**config.mk**
```make
export PLATFORM = sky130hd
export DESIGN_NAME = regfile_dump_reader
export DESIGN_NICKNAME = d
export VERILOG_FILES = /design/src/rtl/regfile_dump_reader.sv
export SDC_FILE = /design/constraint.sdc
export NUM_CORES = 1
export LEC_CHECK = 0
export ABC_AREA = 1
export ABC_CLOCK_PERIOD_IN_PS = 2250
export BUFFER_PORTS_ARGS = -buffer_cell sky130_fd_sc_hd__buf_2
export CAP_MARGIN = 20
export CORE_MARGIN = 2
export CORE_UTILIZATION = 53
export DETAILED_ROUTE_END_ITERATION = 7
export GPL_ROUTABILITY_DRIVEN = 0
export GPL_TIMING_DRIVEN = 0
export PLACE_DENSITY_LB_ADDON = 0.3
export SYNTH_ARGS = -nofsm -noshare
export SYNTH_HDL_FRONTEND = slang
export SYNTH_SLANG_ARGS = --single-unit
```
**constraint.sdc**
```tcl
create_clock -name clock -period 2.25 [get_ports clock]
set_input_delay 0.3375 -clock clock [delete_from_list [all_inputs] [get_ports clock]]
set_output_delay 0.3375 -clock clock [all_outputs]
set_load 0.01 [all_outputs]
```
**src/rtl/regfile_dump_reader.sv**
```systemverilog
// Walks every register address, captures each 32-bit word and streams it
// out as a header byte followed by little-endian data bytes.
module regfile_dump_reader #(
  parameter int          NUM_REGS = 32,
  parameter int          ADDR_W   = 5,
  parameter logic [7:0]  HEADER   = 8'hA5
) (
  input  logic              clock,
  input  logic              clear,
  input  logic              start,
  output logic              busy,
  output logic              done,
  output logic [ADDR_W-1:0] rd_addr,
  input  logic [31:0]       rd_data,
  output logic [7:0]        byte_out,
  output logic              byte_valid,
  input  logic              byte_ready
);

  typedef enum logic [2:0] {
    S_IDLE,
    S_HDR,
    S_READ,
    S_SEND,
    S_FIN
  } state_t;

  localparam logic [ADDR_W-1:0] LAST = ADDR_W'(NUM_REGS - 1);

  state_t            r_state;
  state_t            w_next;
  logic [ADDR_W-1:0] r_addr;
  logic [ADDR_W-1:0] r_rd_addr;
  logic [31:0]       r_shift;
  logic [1:0]        r_idx;
  logic              w_fire;
  logic              w_last;
  logic              w_word_end;

  assign w_fire     = byte_valid & byte_ready;
  assign w_last     = (r_addr == LAST);
  assign w_word_end = w_fire & (r_idx == 2'd3);
  assign rd_addr    = r_rd_addr;

  always_comb begin
    w_next     = r_state;
    busy       = (r_state != S_IDLE);
    done       = (r_state == S_FIN);
    byte_valid = 1'b0;
    byte_out   = 8'h00;
    case (r_state)
      S_IDLE: begin
        if (start) w_next = S_HDR;
      end
      S_HDR: begin
        byte_valid = 1'b1;
        byte_out   = HEADER;
        if (w_fire) w_next = S_READ;
      end
      S_READ: begin
        w_next = S_SEND;
      end
      S_SEND: begin
        byte_valid = 1'b1;
        byte_out   = r_shift[7:0];
        if (w_word_end) w_next = w_last ? S_FIN : S_READ;
      end
      S_FIN: begin
        w_next = S_IDLE;
      end
      default: w_next = S_IDLE;
    endcase
  end

  always_ff @(posedge clock) begin
    if (clear) begin
      r_state   <= S_IDLE;
      r_addr    <= '0;
      r_rd_addr <= '0;
      r_shift   <= '0;
      r_idx     <= '0;
    end else begin
      r_state <= w_next;
      case (r_state)
        S_IDLE: begin
          if (start) r_addr <= '0;
        end
        S_HDR: begin
          if (w_fire) r_rd_addr <= r_addr;
        end
        S_READ: begin
          r_shift <= rd_data;
          r_idx   <= '0;
        end
        S_SEND: begin
          if (w_fire) begin
            r_shift <= r_shift >> 8;
            r_idx   <= r_idx + 2'd1;
          end
          // rd_addr only moves when the next READ is entered
          if (w_word_end && !w_last) begin
            r_addr    <= r_addr + 1'b1;
            r_rd_addr <= r_addr + 1'b1;
          end
        end
        default: ;
      endcase
    end
  end

endmodule

```
Word level (Yosys, flattened, before mapping)
Index checks and enable logic that the tools add are counted.
- add/sub/neg operators: 2
- equality and inequality tests: 11
- mux-type cells: 16
- bitwise logic cells: 2
- reduce and logical (&&, ||, !) cells: 12
- operator list (kind ; number):
    $pmux W32 S2 ; 1
    $mux W32 ; 1
    $pmux W5 S2 ; 2
    $pmux W8 S2 ; 1
    $mux W5 ; 3
    $mux W3 ; 4
    $pmux W3 S4 ; 1
    $ne A2 B2 Y1 const B ; 5
    $reduce_and A3 Y1 ; 3
    $eq A3 B2 Y1 const B ; 2
    $reduce_bool A2 Y1 ; 3
    $add A5 B1 Y5 const B ; 1
    $eq A5 B5 Y1 const B ; 1
    $pmux W2 S2 ; 1
    $eq A3 B1 Y1 const B ; 1
    $eq A3 B3 Y1 const B ; 1
    $logic_not A3 Y1 ; 1
    $reduce_bool A3 Y1 ; 1
    $add A2 B1 Y2 const B ; 1
    $and A1 B1 Y1 ; 2
    $eq A2 B2 Y1 const B ; 1
    $mux W2 ; 1
    $reduce_and A2 Y1 ; 1
    $reduce_or A2 Y1 ; 1
    3 further kinds ; 3
- flip-flop bits (word level): 47
- input bits: 36
- output and inout port bits: 16

Longest topological paths before layout
Gate-level depths: netlist of the first run.
- depth after elaboration: 8
- gate-level depth with buffers: 10
- gate-level depth less buffers: 10

Worst setup path before layout of the first run
OpenSTA, ideal clock, no wires.
- path kind: register -> register
- start point: register r_addr[0]
- end point: register r_addr[0]
- data arrival time: 1.479 ns
- data required time: 2.136 ns
- path slack: 0.657 ns
- stages on the path, launching flop included: 9
- path buffers: 0
- clock period less this slack: 1.593 ns
- cell sequence: dfxtp_1 ha_1 inv_1 nor3_1 ha_1 o21ai_0 nand3_2 nor2_1 nor2_1
- cells in the longest elaborated chain, start to end: 5
- RTL lines (what ; line ; RTL):
    start, declared ; 32 ; logic [ADDR_W-1:0] r_addr;
    start signal, assigned ; 102 ; r_addr <= r_addr + 1'b1;
    parallel branches: the longest is 5 deep, another holds $add A5 B1 Y5 ; -- ;
Several ways; the timed one is not identified. The select of a mux whose other input is x is not followed.
A chain may end at the register's enable or synchronous reset.

Final worst setup path of the first run
- start point: register r_addr[0]
- end point: register r_addr[3]
The elaborated chain is that of the path after synthesis.

==> results of run 1 <==
power by group:
group          internal (mW)  leakage [nW]  switching (mW)
clock                  0.325        0.0502           0.284
sequential             0.912         0.384          0.0413
combinational          0.141         0.978           0.237
worst max-delay path, delay by kind of cell (launching register included):
kind,cells,cell delay [ns]
adder cells (fa/ha/maj),2,0.42
AND/OR/NAND/NOR,5,0.55
AO/OA/AOI/OAI,1,0.47
flip-flops,1,0.34
buffers and inverters,1,0.07
synth_stat cells, drive strengths merged:
| cell | n | area [µm²] |
|---|---|---|
| o21ai | 32 | 160.1 |
| nor2 | 89 | 346.6 |
| nor3 | 3 | 15.01 |
| nand3 | 5 | 35.03 |
| a21oi | 12 | 60.06 |
| nand3b | 3 | 22.52 |
| ha | 4 | 50.05 |
| nand2 | 124 | 470.5 |
| o211ai | 1 | 7.510 |
| a31oi | 1 | 6.260 |
| inv | 19 | 71.31 |
| dfxtp | 47 | 940.9 |
| clkbuf | 4 | 15.01 |
| buf | 12 | 71.31 |
cell type report:
cell class | count | area share (%)
buffer | 16 | 3.202
clock buffer | 5 | 2.552
clock inverter | 2 | 1.392
inverter | 19 | 2.645
multi-input combinational | 274 | 43.53
sequential | 47 | 34.90
tap | 50 | 2.320
timing repair buffer | 51 | 9.466
metrics by stage:
stage | instances | area, µm² | hold slack, ns
global placement | 457 | 2590 | 0.4494
detailed placement | 457 | 2590 | 0.4521
floorplan | 356 | 2272 | 0.4066
CTS | 464 | 2696 | 0.2619
global route | 464 | 2696 | 0.2644
finish | 464 | 2696 | 0.2666
flip-flops by register name, summed over array words and instances, names as in the netlist:
name,count
r_shift,32
rd_addr,5
r_state,3
r_idx,2
r_addr,5
how the worst max path moves through the flow:
stage	from	endpoint	slack, ns	depth (start not counted)
2_1_floorplan	r_addr[0]	r_addr[0]	0.66	8
3_3_place_gp	r_addr[0]	r_addr[3]	0.39	8
3_5_place_dp	r_addr[0]	r_addr[0]	0.36	9
4_1_cts	r_addr[0]	r_addr[0]	0.33	9
5_1_grt	r_addr[0]	r_addr[0]	0.14	9
6_report	r_addr[0]	r_addr[3]	0.34	9
cell usage in the layout (no fill, tap or decap), drive strengths merged:
| master | instances |
|---|---|
| buf | 63 |
| nand2 | 124 |
| ha | 4 |
| a21oi | 12 |
| a31oi | 1 |
| bufinv | 1 |
| o211ai | 1 |
| nand3 | 5 |
| clkbuf | 9 |
| nor3 | 3 |
| inv | 19 |
| o21ai | 32 |
| nor2 | 89 |
| nand3b | 3 |
| clkinvlp | 1 |
| dfxtp | 47 |
cell families after synthesis:
group / after synthesis
flip-flops: 47
AND/OR/NAND/NOR: 224
AO/OA/AOI/OAI: 46
buffers and inverters: 35
adder cells (fa/ha/maj): 4
routing by layer:
layer | vias up | wire length (µm)
li1 | 1218 | -
met1 | 970 | 2501
met2 | 71 | 2348
met3 | 13 | 324
met4 | 0 | 108
met5 | - | 0
==> reports/qor.yml, run 1 <==
status:
  status: "finished clean"
synth:
  synth_xor_area_share_pct: 0
  synthMuxAreaShare_pct: 0
  synth_top_family_by_area: "simple AND/OR/NAND/NOR gates"
  synthCells: 356
  netlist_area_um2: 2272
  synth-seq-cells: 47
  yosys.area_share.simple_pct: 39.15
  synth_compound_area_share_pct: 10.30
  synth_fa_ha_area_share_pct: 2.203
  synth_fp_nets: 396
  synth_area_per_cell_um2: 6.383
  synth_warnings: 0
  synth_cell_type_count: 22
  synth-seq-area-share_pct: 41.41
power_and_ir_drop:
  p_leak_nw: 1.412
  p_total_mw: 1.940
  ir_drop_mv: 0.4312
  power.density_nw_per_um2: 719.4
timing:
  timing.final.hold_violations: 0
  min_period_ns: 1.912
  layout_setup_ws_ns: 0.3380
  fin_setup_tns_ns: 0
  rsz0062_at_grt: "no"
  max_freq_mhz: 523.0
  finClkSkew_ns: 0.009312
  period_share_pct: 84.98
  drv_slew: 0
  setup_viol: 0
  worst_pin_slew_ns: 0.5487
  slew_headroom_pct: 63.03
floorplanning:
  placeableCoreArea_um2: 4058
  rows: 23
  die_area_um2: 4827
  initial_core_util_pct: 56.00
  die_h_um: 69.48
  dieWidth_um: 69.48
  io_pins: 52
global_route:
  busiest_layer: "met2"
  use_met3_pct: 4.215
  use_met2_pct: 36.75
  grt_overflow_total: 0
  grt_pass1_vias: 2090
  grtUsageTotal_pct: 23.27
  antenna_found_initial: 0
  use_met1_pct: 30.92
  grt_max_degree: 15
  grt_pass1_wl_um: 9204
worst_setup_path:
  path_class: "flop to flop"
  r2r_cells: 9
  r2r_start: "r_addr[0]"
  reg2reg_to: "r_addr[3]"
  required_ns: 2.49
  r2r_slack_ns: 0.34
  cp_max_fo: 7
  slowest_delay_ns: 0.47
  start_kind: "flop"
  worstPathCellList: "ha_1, inv_1, nor3_1, ha_1, o21ai_0, nand3_2, nand2_1, nand2_1, nor2_1"
  critPathArrivalTime_ns: 2.15
  crit_slowest_cell: "o21ai_0"
  endpoint_kind: "flop"
layout:
  finalCoreUtilization_pct: 66.45
  drive_above_1_share_pct: 18.84
  fin_nets: 454
  layout.area.seq_um2: 940.9
  multi_input_area_um2: 1174
  area_growth_pct: 18.67
  num_antenna_cells: 0
  fill_cells: 364
place:
  place_ws_ns: 0.3566
  hpwl_um: 3842
  port_buffers: 51
cts:
  cts_tree: "yes"
  htree_num_levels: 2
  clock_latency_ns: 0.30
  cts_setup_buffers: 0
  cts_buffer_depth: 2
  clk_transition_reported_paths_ns: 0.08
  clock_tree.root_cell: "clkbuf_8"
  cts_sinks: 47
  cts_buffers: 5
  postCtsHoldBufs: 0
  cts_resized: 0
detailed_routing:
  drtIter0Drc: 108
  dr.pass1.iters: 5
  ant_nets: 0
  drt-total-wl_um: 5282
  drc_errors: 0
  vias_per_cell: 4.897
  routedWlPerCell_um: 11.38
  vias: 2272
worst_hold_path:
  min_from: "clear"
  hp-class: "input pin to flop"
  whs_path_depth: 2
  holdPathEnd: "r_addr[2]"
flow_run:
  drv_cap: 0
Power figures use the tool's default switching activity.
==> inputs of run 2 (changes only) <==
--- a/config.mk
+++ b/config.mk
@@ -6,11 +6,11 @@
 export NUM_CORES = 1
 export LEC_CHECK = 0
 export ABC_AREA = 1
-export ABC_CLOCK_PERIOD_IN_PS = 2250
+export ABC_CLOCK_PERIOD_IN_PS = 1600
 export BUFFER_PORTS_ARGS = -buffer_cell sky130_fd_sc_hd__buf_2
 export CAP_MARGIN = 20
 export CORE_MARGIN = 2
-export CORE_UTILIZATION = 53
+export CORE_UTILIZATION = 48
 export DETAILED_ROUTE_END_ITERATION = 7
 export GPL_ROUTABILITY_DRIVEN = 0
 export GPL_TIMING_DRIVEN = 0
==> constraint.sdc (replaced) <==
create_clock -name clock -period 1.6 [get_ports clock]
set_input_delay 0.24 -clock clock [delete_from_list [all_inputs] [get_ports clock]]
set_output_delay 0.24 -clock clock [all_outputs]
set_load 0.01 [all_outputs]
==> run 2 against run 1 <==
Effect of this change: final area grew 4.5%; die area increased by 9.8%; sequential share of layout area shrank 1.0 points; power up 41%; global-route usage is 2.2 points lower; utilization decreased by 5.6 points; clock skew fell by 0.0056 ns; routed wire length is 2.7% higher; maximum frequency up 24%; worst setup slack got worse by 0.28 ns; largest power group unchanged.
==> reports/qor.yml, run 2 (synthesis gave the netlist of run 1 again) <==
timing:
  worst_pin_slew_ns: 0.4977  # -0.05099 ns
  timing.final.hold_violations: 0  # unchanged
  rsz0062_at_grt: "yes"
  slew_headroom_pct: 66.82  # +3.8 points
  finClkSkew_ns: 0.003695  # -0.005617 ns
  setup_viol: 0  # unchanged
  period_share_pct: 96.68  # +12 points
  drv_slew: 0  # unchanged
  max_freq_mhz: 646.4  # +24%
  min_period_ns: 1.547  # -0.3650 ns
  layout_setup_ws_ns: 0.05307  # -0.2850 ns
power_and_ir_drop:
  p_sw_share_pct: 28.59  # -0.35 points
  power.switching_mw: 0.7843  # +40%
  ir_drop_mv: 0.7140  # +66%
  p_total_mw: 2.743  # +41%
  combinationalPowerShare_pct: 20.7  # +1.2 points
  p_leak_nw: 1.435  # +1.6%
  pwr-share-clk_pct: 30.4  # -1.0 points
  seq_power_share_pct: 48.9  # -0.3 points
  power.density_nw_per_um2: 974.1  # +35%
  p_int_mw: 1.959  # +42%
detailed_routing:
  wl_met2_um: 2505  # +6.7%
  ant_nets: 0  # unchanged
  vias_per_cell: 4.873  # -0.48%
  drc_errors: 0  # unchanged
  vias: 2300  # +1.2%
  met1_length_um: 2599  # +3.9%
  routedWlPerCell_um: 11.49  # +0.93%
  dr.pass1.iters: 4  # -1
  drtIter0Drc: 106  # -1.9%
  maxUsedRoutingLayer: "met4"
  dr_wl_met3_um: 279  # -14%
  drt-total-wl_um: 5423  # +2.7%
global_route:
  grtUsageTotal_pct: 21.09  # -2.2 points
  grt_pass1_vias: 2001  # -4.3%
  grt_pass1_wl_um: 8811  # -4.3%
  grt_max_degree: 14  # -1
  antenna_found_initial: 0  # unchanged
  grt_overflow_total: 0  # unchanged
layout:
  stdcell_count: 472  # +1.7%
  num_antenna_cells: 0  # unchanged
  fin_nets: 458  # +0.88%
  multi_input_area_um2: 1237  # +5.4%
  final_common_cell: "nand2_1"
  top_register: "r_shift"
  layout.area.seq_um2: 954.7  # +1.5%
  drive_above_1_share_pct: 22.73  # +3.9 points
  mostFrequentLayoutCells: "nand2_1 (121), nor2_1 (85), buf_2 (57)"
  finalCoreUtilization_pct: 60.84  # -5.6 points
  area_growth_pct: 23.95
  largest_reg_flops: 32  # unchanged
  final_area_um2: 2816  # +4.5%
  fill_cells: 475  # +30%
flow_run:
  drv_cap: 0  # unchanged
worst_setup_path:
  setup.worst_path.end: "r_addr[0]"
  required_ns: 1.83  # -0.66 ns
  critPathArrivalTime_ns: 1.78  # -0.37 ns
  cp_max_fo: 7  # unchanged
  r2r_cells: 9  # unchanged
  path_class: "flop to flop"
  cp-startpoint: "r_addr[0]"
  r2r_start: "r_addr[0]"
  start_kind: "flop"
  r2r_slack_ns: 0.05  # -0.28 ns
  endpoint_kind: "flop"
  reg2reg_to: "r_addr[0]"
floorplanning:
  die_h_um: 72.80  # +4.8%
  dieWidth_um: 72.80  # +4.8%
  placeableCoreArea_um2: 4629  # +14%
  die_area_um2: 5300  # +9.8%
  rows: 25  # +8.7%
  initial_core_util_pct: 49.08  # -6.9 points
  io_pins: 52  # unchanged
cts:
  postCtsHoldBufs: 0  # unchanged
  cts_buffers: 5  # unchanged
  clk_transition_reported_paths_ns: 0.08  # about the same
  clock_latency_ns: 0.30  # about the same
  cts_sinks: 47  # unchanged
  clock_tree.root_cell: "clkbuf_8"
  cts_tree: "yes"
  cts_buffer_depth: 2  # unchanged
  htree_num_levels: 2  # unchanged
place:
  port_buffers: 51  # unchanged
  hpwl_um: 3900  # +1.5%
  dpl_cell_area_um2: 2595  # +0.19%
  place_ws_ns: -0.2910  # -0.6477 ns
  dpl.cell_count: 461  # +0.88%
worst_hold_path:
  whs_path_depth: 2  # unchanged
  hp-class: "input pin to flop"
status:
  status: "finished clean"
## run 2: changes by cell type in the layout (fill, tap and decap cells not counted), sizes merged
cell      change
buf           +3
clkbuf        +2
clkinvlp      -1
## run 2: area by class of cell
class	count	share of cell area (%)
plain buffers	16	3.465
flip-flops and latches	47	33.90
well taps	54	2.399
multi-input cells	274	43.94
clock buffers	6	2.577
clock inverters	1	1.066
repair buffers	55	10.13
inverters	19	2.532
## run 2: worst min path at each step
stage,from,endpoint
2_1_floorplan,clear,r_addr[2]
3_3_place_gp,r_shift[27],r_shift[27]
3_5_place_dp,r_shift[28],r_shift[28]
4_1_cts,clear,r_addr[2]
5_1_grt,clear,r_shift[24]
6_report,clear,r_addr[2]
## run 2: repair_timing
item                                   in CTS  in global routing
pin swaps                                   2                 12
setup endpoints to repair                  14                 32
cloned                                      0                  0
buffers inserted                            0                  4
endpoints found under the hold margin       0                  0
resized for setup                          13                 17
## run 2: power groups by stage
stage          registers [mW]  clock network, mW  logic (mW)
2_1_floorplan            1.36                  0       0.361
3_3_place_gp             1.36                  0       0.520
3_5_place_dp             1.37                  0       0.530
4_1_cts                  1.34              0.854       0.545
5_1_grt                  1.36              0.882       0.649
6_report                 1.34              0.834       0.567
## run 2: worst max-delay path, cell delays in order (launching register included)
cell and delay (ns):
dfxtp_4 0.37, ha_4 0.16, inv_2 0.06, nor3_2 0.04
ha_2 0.20, o21ai_2 0.27, nand3_4 0.15, nand2_1 0.09
nand2_1 0.05, nor2_1 0.08
## run 2: per-layer routing
metal | up-vias | global-route usage (%)
met5 | - | 0
met4 | 0 | 4.321
met3 | 4 | 4.282
met2 | 61 | 36.16
met1 | 1010 | 27.55
li1 | 1225 | -
## run 2: through the flow
stage | setup TNS (ns) | hold slack [ns]
after floorplan | 0 | 0.3091
after global placement | -1.501 | 0.4482
after detailed placement | -1.713 | 0.4529
after CTS | -0.001549 | 0.1720
after global routing | -0.2103 | 0.1861
final | 0 | 0.1644
